$ cat config.mk
export PLATFORM = sky130hd
export DESIGN_NAME = bc_stage_id
export DESIGN_NICKNAME = d
export VERILOG_FILES = /design/src/rtl/bc_stage_id.sv
export SDC_FILE = /design/constraint.sdc
export NUM_CORES = 1
export LEC_CHECK = 0
export ABC_AREA = 1
export CAP_MARGIN = 10
export CORE_ASPECT_RATIO = 0.75
export CORE_UTILIZATION = 47
export DETAILED_ROUTE_END_ITERATION = 10
export PLACE_DENSITY_LB_ADDON = 0.2
export SKIP_LAST_GASP = 1
export SYNTH_ARGS = -nofsm -noshare
export SYNTH_HDL_FRONTEND = slang
export SYNTH_SLANG_ARGS = --single-unit
$ cat constraint.sdc
create_clock -name i_clk -period 1.7 [get_ports i_clk]
set_input_delay 0.255 -clock i_clk [delete_from_list [all_inputs] [get_ports i_clk]]
set_output_delay 0.255 -clock i_clk [all_outputs]
set_load 0.03 [all_outputs]
$ cat src/rtl/bc_stage_id.sv
// bc_stage_id: RV32I instruction-decode stage.
// Decodes the fetched instruction (or the skid entry) into registered control
// fields for execute, with a one-entry skid buffer that absorbs the instruction
// already in flight when execute stalls.
//
// Handshake: fetch presents i_instr/i_pc qualified by i_instr_valid and must not
// present a new valid while o_if_stall is high (such a valid is ignored). Execute
// accepts the output register on every edge where i_stall is low; while i_stall
// is high every output holds. i_flush kills both the output register and the skid
// entry on the next edge and beats stall and new input.
module bc_stage_id #(
    parameter int DATA_WIDTH  = 32,
    parameter int ADDR_WIDTH  = 32,
    parameter int INSTR_WIDTH = 32
) (
    input  logic                   i_clk,
    input  logic                   i_rstn,
    input  logic                   i_instr_valid,
    input  logic [INSTR_WIDTH-1:0] i_instr,
    input  logic [ADDR_WIDTH-1:0]  i_pc,
    input  logic                   i_stall,
    input  logic                   i_flush,
    output logic                   o_if_stall,
    output logic                   o_valid,
    output logic [ADDR_WIDTH-1:0]  o_pc,
    output logic [4:0]             o_rs1_addr,
    output logic [4:0]             o_rs2_addr,
    output logic [4:0]             o_rd_addr,
    output logic                   o_rd_wen,
    output logic [DATA_WIDTH-1:0]  o_imm,
    output logic [3:0]             o_alu_op,
    output logic                   o_alu_src_imm,
    output logic                   o_alu_src_pc,
    output logic [2:0]             o_funct3,
    output logic                   o_mem_ren,
    output logic                   o_mem_wen,
    output logic                   o_branch,
    output logic                   o_jump,
    output logic                   o_illegal
);

    localparam logic [6:0] OPC_LUI    = 7'b0110111;
    localparam logic [6:0] OPC_AUIPC  = 7'b0010111;
    localparam logic [6:0] OPC_JAL    = 7'b1101111;
    localparam logic [6:0] OPC_JALR   = 7'b1100111;
    localparam logic [6:0] OPC_BRANCH = 7'b1100011;
    localparam logic [6:0] OPC_LOAD   = 7'b0000011;
    localparam logic [6:0] OPC_STORE  = 7'b0100011;
    localparam logic [6:0] OPC_OPIMM  = 7'b0010011;
    localparam logic [6:0] OPC_OP     = 7'b0110011;

    localparam logic [3:0] ALU_ADD    = 4'd0;
    localparam logic [3:0] ALU_SUB    = 4'd1;
    localparam logic [3:0] ALU_SLL    = 4'd2;
    localparam logic [3:0] ALU_SLT    = 4'd3;
    localparam logic [3:0] ALU_SLTU   = 4'd4;
    localparam logic [3:0] ALU_XOR    = 4'd5;
    localparam logic [3:0] ALU_SRL    = 4'd6;
    localparam logic [3:0] ALU_SRA    = 4'd7;
    localparam logic [3:0] ALU_OR     = 4'd8;
    localparam logic [3:0] ALU_AND    = 4'd9;
    localparam logic [3:0] ALU_PASS_B = 4'd10;

    // funct3 -> ALU operation; alt selects SUB / SRA (instr[30])
    function automatic logic [3:0] alu_sel(input logic [2:0] f3, input logic alt);
        case (f3)
            3'd0:    alu_sel = alt ? ALU_SUB : ALU_ADD;
            3'd1:    alu_sel = ALU_SLL;
            3'd2:    alu_sel = ALU_SLT;
            3'd3:    alu_sel = ALU_SLTU;
            3'd4:    alu_sel = ALU_XOR;
            3'd5:    alu_sel = alt ? ALU_SRA : ALU_SRL;
            3'd6:    alu_sel = ALU_OR;
            default: alu_sel = ALU_AND;
        endcase
    endfunction

    logic                   skid_valid;
    logic [INSTR_WIDTH-1:0] skid_instr;
    logic [ADDR_WIDTH-1:0]  skid_pc;

    logic                   src_valid;
    logic [31:0]            src_instr;
    logic [ADDR_WIDTH-1:0]  src_pc;

    logic [6:0]  opcode;
    logic [2:0]  funct3;
    logic [6:0]  funct7;
    logic [31:0] d_imm;
    logic [3:0]  d_alu_op;
    logic        d_rd_wen;
    logic        d_src_imm;
    logic        d_src_pc;
    logic        d_mem_ren;
    logic        d_mem_wen;
    logic        d_branch;
    logic        d_jump;
    logic        d_illegal;

    // The skid entry, when present, always goes ahead of the fetch input.
    assign src_valid  = skid_valid | i_instr_valid;
    assign src_instr  = skid_valid ? skid_instr[31:0] : i_instr[31:0];
    assign src_pc     = skid_valid ? skid_pc : i_pc;
    assign o_if_stall = skid_valid;

    assign opcode = src_instr[6:0];
    assign funct3 = src_instr[14:12];
    assign funct7 = src_instr[31:25];

    // Combinational RV32I decode of the selected source instruction
    always_comb begin
        d_imm     = '0;
        d_alu_op  = ALU_ADD;
        d_rd_wen  = 1'b0;
        d_src_imm = 1'b0;
        d_src_pc  = 1'b0;
        d_mem_ren = 1'b0;
        d_mem_wen = 1'b0;
        d_branch  = 1'b0;
        d_jump    = 1'b0;
        d_illegal = 1'b0;
        case (opcode)
            OPC_LUI: begin
                d_imm = {src_instr[31:12], 12'b0};
                d_alu_op = ALU_PASS_B; d_src_imm = 1'b1; d_rd_wen = 1'b1;
            end
            OPC_AUIPC: begin
                d_imm = {src_instr[31:12], 12'b0};
                d_src_imm = 1'b1; d_src_pc = 1'b1; d_rd_wen = 1'b1;
            end
            OPC_JAL: begin
                d_imm = {{12{src_instr[31]}}, src_instr[19:12], src_instr[20], src_instr[30:21], 1'b0};
                d_src_imm = 1'b1; d_src_pc = 1'b1; d_jump = 1'b1; d_rd_wen = 1'b1;
            end
            OPC_JALR: begin
                d_imm = {{20{src_instr[31]}}, src_instr[31:20]};
                d_src_imm = 1'b1; d_jump = 1'b1; d_rd_wen = 1'b1;
                d_illegal = (funct3 != 3'd0);
            end
            OPC_BRANCH: begin
                d_imm = {{20{src_instr[31]}}, src_instr[7], src_instr[30:25], src_instr[11:8], 1'b0};
                d_src_imm = 1'b1; d_src_pc = 1'b1; d_branch = 1'b1;
                d_illegal = (funct3 == 3'd2) || (funct3 == 3'd3);
            end
            OPC_LOAD: begin
                d_imm = {{20{src_instr[31]}}, src_instr[31:20]};
                d_src_imm = 1'b1; d_mem_ren = 1'b1; d_rd_wen = 1'b1;
                d_illegal = (funct3 == 3'd3) || (funct3 >= 3'd6);
            end
            OPC_STORE: begin
                d_imm = {{20{src_instr[31]}}, src_instr[31:25], src_instr[11:7]};
                d_src_imm = 1'b1; d_mem_wen = 1'b1;
                d_illegal = (funct3 > 3'd2);
            end
            OPC_OPIMM: begin
                // instr[30] only means SRAI for the right shift; ADDI has no SUB form
                d_imm = {{20{src_instr[31]}}, src_instr[31:20]};
                d_alu_op = alu_sel(funct3, (funct3 == 3'd5) && src_instr[30]);
                d_src_imm = 1'b1; d_rd_wen = 1'b1;
                d_illegal = ((funct3 == 3'd1) && (funct7 != 7'h00)) ||
                            ((funct3 == 3'd5) && (funct7 != 7'h00) && (funct7 != 7'h20));
            end
            OPC_OP: begin
                d_alu_op = alu_sel(funct3, src_instr[30]);
                d_rd_wen = 1'b1;
                d_illegal = (funct7 != 7'h00) &&
                            !((funct7 == 7'h20) && ((funct3 == 3'd0) || (funct3 == 3'd5)));
            end
            default: d_illegal = 1'b1;
        endcase
        if (d_illegal) begin
            d_imm     = '0;
            d_alu_op  = ALU_ADD;
            d_rd_wen  = 1'b0;
            d_src_imm = 1'b0;
            d_src_pc  = 1'b0;
            d_mem_ren = 1'b0;
            d_mem_wen = 1'b0;
            d_branch  = 1'b0;
            d_jump    = 1'b0;
        end
        if (src_instr[11:7] == 5'd0) begin
            d_rd_wen = 1'b0;
        end
    end

    // Skid entry: fill on stall when empty, drain on release, kill on flush.
    // A valid arriving during a stall is kept even if the output is empty, so
    // nothing fetch hands over is ever dropped.
    always_ff @(posedge i_clk or negedge i_rstn) begin
        if (!i_rstn) begin
            skid_valid <= 1'b0;
            skid_instr <= '0;
            skid_pc    <= '0;
        end else if (i_flush) begin
            skid_valid <= 1'b0;
        end else if (i_stall) begin
            if (!skid_valid && i_instr_valid) begin
                skid_valid <= 1'b1;
                skid_instr <= i_instr;
                skid_pc    <= i_pc;
            end
        end else begin
            skid_valid <= 1'b0;
        end
    end

    // Output register: loads the decoded source whenever execute is not stalled
    always_ff @(posedge i_clk or negedge i_rstn) begin
        if (!i_rstn) begin
            o_valid       <= 1'b0;
            o_pc          <= '0;
            o_rs1_addr    <= '0;
            o_rs2_addr    <= '0;
            o_rd_addr     <= '0;
            o_rd_wen      <= 1'b0;
            o_imm         <= '0;
            o_alu_op      <= '0;
            o_alu_src_imm <= 1'b0;
            o_alu_src_pc  <= 1'b0;
            o_funct3      <= '0;
            o_mem_ren     <= 1'b0;
            o_mem_wen     <= 1'b0;
            o_branch      <= 1'b0;
            o_jump        <= 1'b0;
            o_illegal     <= 1'b0;
        end else if (i_flush) begin
            o_valid <= 1'b0;
        end else if (!i_stall) begin
            o_valid       <= src_valid;
            o_pc          <= src_pc;
            o_rs1_addr    <= src_instr[19:15];
            o_rs2_addr    <= src_instr[24:20];
            o_rd_addr     <= src_instr[11:7];
            o_rd_wen      <= d_rd_wen;
            o_imm         <= DATA_WIDTH'($signed(d_imm));
            o_alu_op      <= d_alu_op;
            o_alu_src_imm <= d_src_imm;
            o_alu_src_pc  <= d_src_pc;
            o_funct3      <= funct3;
            o_mem_ren     <= d_mem_ren;
            o_mem_wen     <= d_mem_wen;
            o_branch      <= d_branch;
            o_jump        <= d_jump;
            o_illegal     <= d_illegal;
        end
    end

endmodule
==> results of run 1 <==
[final cells by class]
cell class,count,share of cell area
Timing Repair Buffer,303,0.2772
Timing Repair inverter,1,0.0007254
Tap cell,210,0.02176
Inverter,67,0.02197
Clock buffer,18,0.03554
Clock inverter,14,0.01492
Multi-Input combinational cell,661,0.2962
Sequential cell,160,0.3317
[flip-flops by register name, summed over array words and instances (netlist names), 3 cells and up]
name        cells
skid_pc        32
o_rs2_addr      5
skid_instr     32
o_pc           32
o_funct3        3
o_rs1_addr      5
o_alu_op        4
o_imm          32
o_rd_addr       5
[worst paths after layout]
check                            endpoint  slack, ps
setup reg to reg                o_imm[28]       -460
setup / recovery                o_imm[28]       -460
max in group asynchronous       o_imm[19]        780
hold / removal                skid_pc[28]        330
hold reg to reg             o_rs1_addr[4]        470
min in group i_clk         skid_instr[16]        410
[metal layers]
layer,GRT usage,part of all wire,up-vias
met4,0.07133,0.012,0
li1,-,-,3626
met2,0.4024,0.45,310
met5,0,0,-
met3,0.06840,0.085,32
met1,0.3979,0.45,3671
[logic make-up (layout without fill, tap and decap cells)]
logic type / count (synthesis) / count (layout) / synth area share
mux: 35 / 35 / 0.05049
compound gates: 154 / 154 / 0.1016
simple gates: 471 / 472 / 0.2661
buf+inv: 127 / 403 / 0.06892
flops: 160 / 160 / 0.5129
[stage by stage]
stage / TNS (ps) / std cells / hold WS (ps)
floorplan: -9489 / 947 / -40.59
global placement: -32660 / 1376 / 224.3
detailed placement: -33840 / 1376 / 220.5
CTS: -19360 / 1415 / 336.5
global route: -22310 / 1434 / 370.6
finish: -18540 / 1434 / 330.3
[layout by cell type, fill, tap and decap left out, drive strengths merged]
cell type      netlist  routed
nand3b               5       5
a21oi               18      18
clkinv               2       4
a21o                 1       1
clkdlybuf4s50        0      67
nor3                 5       5
nor2                64      64
nand2              314     315
a21boi               1       1
mux2                35      35
nand4               56      56
clkbuf              41      27
o211ai               1       1
inv                 65      72
dfrtp              160     160
o21ai              133     133
and2                 1       1
nand3               26      26
dlygate4sd3          0       1
bufinv               0       3
dlymetal6s2s         0      95
buf                 19     131
clkinvlp             0       3
[power groups by stage]
stage	combinational [mW]	clock [mW]	sequential, mW
global placement	2.16	0	4.57
floorplan	0.787	0	4.91
detailed placement	2.20	0	4.59
finish	2.36	4.00	4.53
CTS	2.24	4.04	4.53
global route	2.55	4.23	4.58
[what timing repair did]
action | 4_1_cts | 5_1_grt
pin swaps | 1 | 11
gates cloned | 1 | 13
setup buffers | 5 | 9
gates resized for setup | 14 | 160
hold buffers | 1 | 0
endpoints found under the setup margin | 138 | 202
endpoints found under the hold margin | 41 | 0
[worst max-delay path: stages (launching register included)]
cell       delay, ps
dfrtp_2          410
buf_12           160
clkinv_8          70
nand2_1           90
nand2_4           90
nand2_4           80
nor2_8           200
nand2_4           90
inv_2             70
o21ai_1           70
nand2_1           90
nand2_2           70
nor2_4           100
buf_12           160
clkbuf_16        170
nand4_1           80
nand2_1           80
==> impl_metrics.toml, run 1 <==
[synth]
synth_top_area_cell = "dfrtp_1"
ys_types = 30
syn-cell-area_sq_um = 7806
synth.top_cell.area_share = 0.5129
synth.area.top_cells = "dfrtp_1 (51%), nand2_1 (15%), o21ai_0 (7.4%), mux2_2 (5.0%), nand4_1 (4.5%)"
synthTopCellsByCount = "nand2_1 (304), dfrtp_1 (160), o21ai_0 (116), inv_1 (61), nor2_1 (59)"
yosysSeqAreaShare = 0.5129
synth-seq-cells = 160
synth_nets = 1016
synthCells = 947
synth_ff_type = "dfrtp_1"
yosysWarnings = 0
synthArstFlopShare = 1.000
synth_edf_count = 0
synth_area_per_cell_sq_um = 8.243
synth_most_common_cell = "nand2_1"

[clock_network]
htree_levels = 4
clockRootBuffer = "clkbuf_16"
tritoncts = "yes"
numCtsBuffers = 17
clk_latency_ps = 430
cts_max_path_buffers = 2
clk_pin_slew_worst_paths_ps = 70
cts.sinks = 160

[critical_path]
worstSetupPathType = "flop to flop"
reg2reg_depth = 16
worst_setup_path_start_kind = "flop"
reg2reg_from = "o_if_stall"
worstPathArrival_ps = 2530
cp_max_fo = 10
worstSetupEndpointType = "flop"
cp_data_required_time_ps = 2070
crit_path_start = "o_if_stall"

[sta]
fin_crit_sh = 1.270
final.setup.worst_slack_ps = -459.0
post-route-min-period_ps = 2159
finalMaxSlewViolations = 0
clock_skew_ps = 6.379
setup_violations = 45
max_slew.worst_pin.slew_ps = 468.3
max_freq_ghz = 0.4632
rsz0062_at_grt = "yes"
hold_viol = 0
relSlewSlack = 0.6878

[detailed_routing]
drt-wirelength-per-cell_um = 16.89
vias = 7639
first_iter_violations = 686
drtAntennaViolNets = 0
vias_per_cell = 5.327
routed_wl_um = 24220
drc = 0
drtPass1Iterations = 7

[layout]
final_cell_area_sq_um = 12070
utilization = 0.7492
multi_input_area_sq_um = 3576
finalNetCount = 1280
n_fill_cell = 1141
antenna_cells = 0
syn2layout_area_growth_pct = 54.67
drive_above_1_share = 0.2320
ff_latch_area_sq_um = 4005

[power]
fin_total_pwr_mw = 10.89
pwr_density_cell_nw_per_um2 = 902.1
p_clk_frac = 0.367
ir_drop_v = 0.0006677
intPower_mw = 7.692
power.leakage_nw = 7.219
swShare = 0.2938
power_frac_seq = 0.416
pwr-share-comb = 0.217
switching_power_mw = 3.200

[min_path]
hold_class = "input port to async pin"

[floorplanning]
pin_count = 165
start_util = 0.4844
die_h_um = 113.6
core_area_sq_um = 16120
fp.dieArea_sq_um = 17130
die_w_um = 150.8
placementRows = 40

[placed_design]
gp_congestion = 0.9269
port_buffers = 164
place_ws_ps = -577.5
hpwl_um = 15610
placedInstanceArea_sq_um = 10500

[flow_run]
cap_violations = 0

[outcome]
outcome = "finished with violations"
violations = "negative setup slack"

[global_route]
grt_pass1_vias = 7111
antenna_found_initial = 0
grt_overflow = 0
track_usage = 0.2724
grt_max_degree = 51
grt_first_pass_wirelength_um = 36180
(Power assumes the default switching activity.)
==> run 2, diff against run 1 <==
--- a/config.mk
+++ b/config.mk
@@ -6,7 +6,7 @@
 export NUM_CORES = 1
 export LEC_CHECK = 0
 export ABC_AREA = 1
-export CAP_MARGIN = 10
+export CAP_MARGIN = 0
 export CORE_ASPECT_RATIO = 0.75
 export CORE_UTILIZATION = 47
 export DETAILED_ROUTE_END_ITERATION = 10
==> results of run 2 <==
Final layout, timing and power as in run 1 (identical DEF).
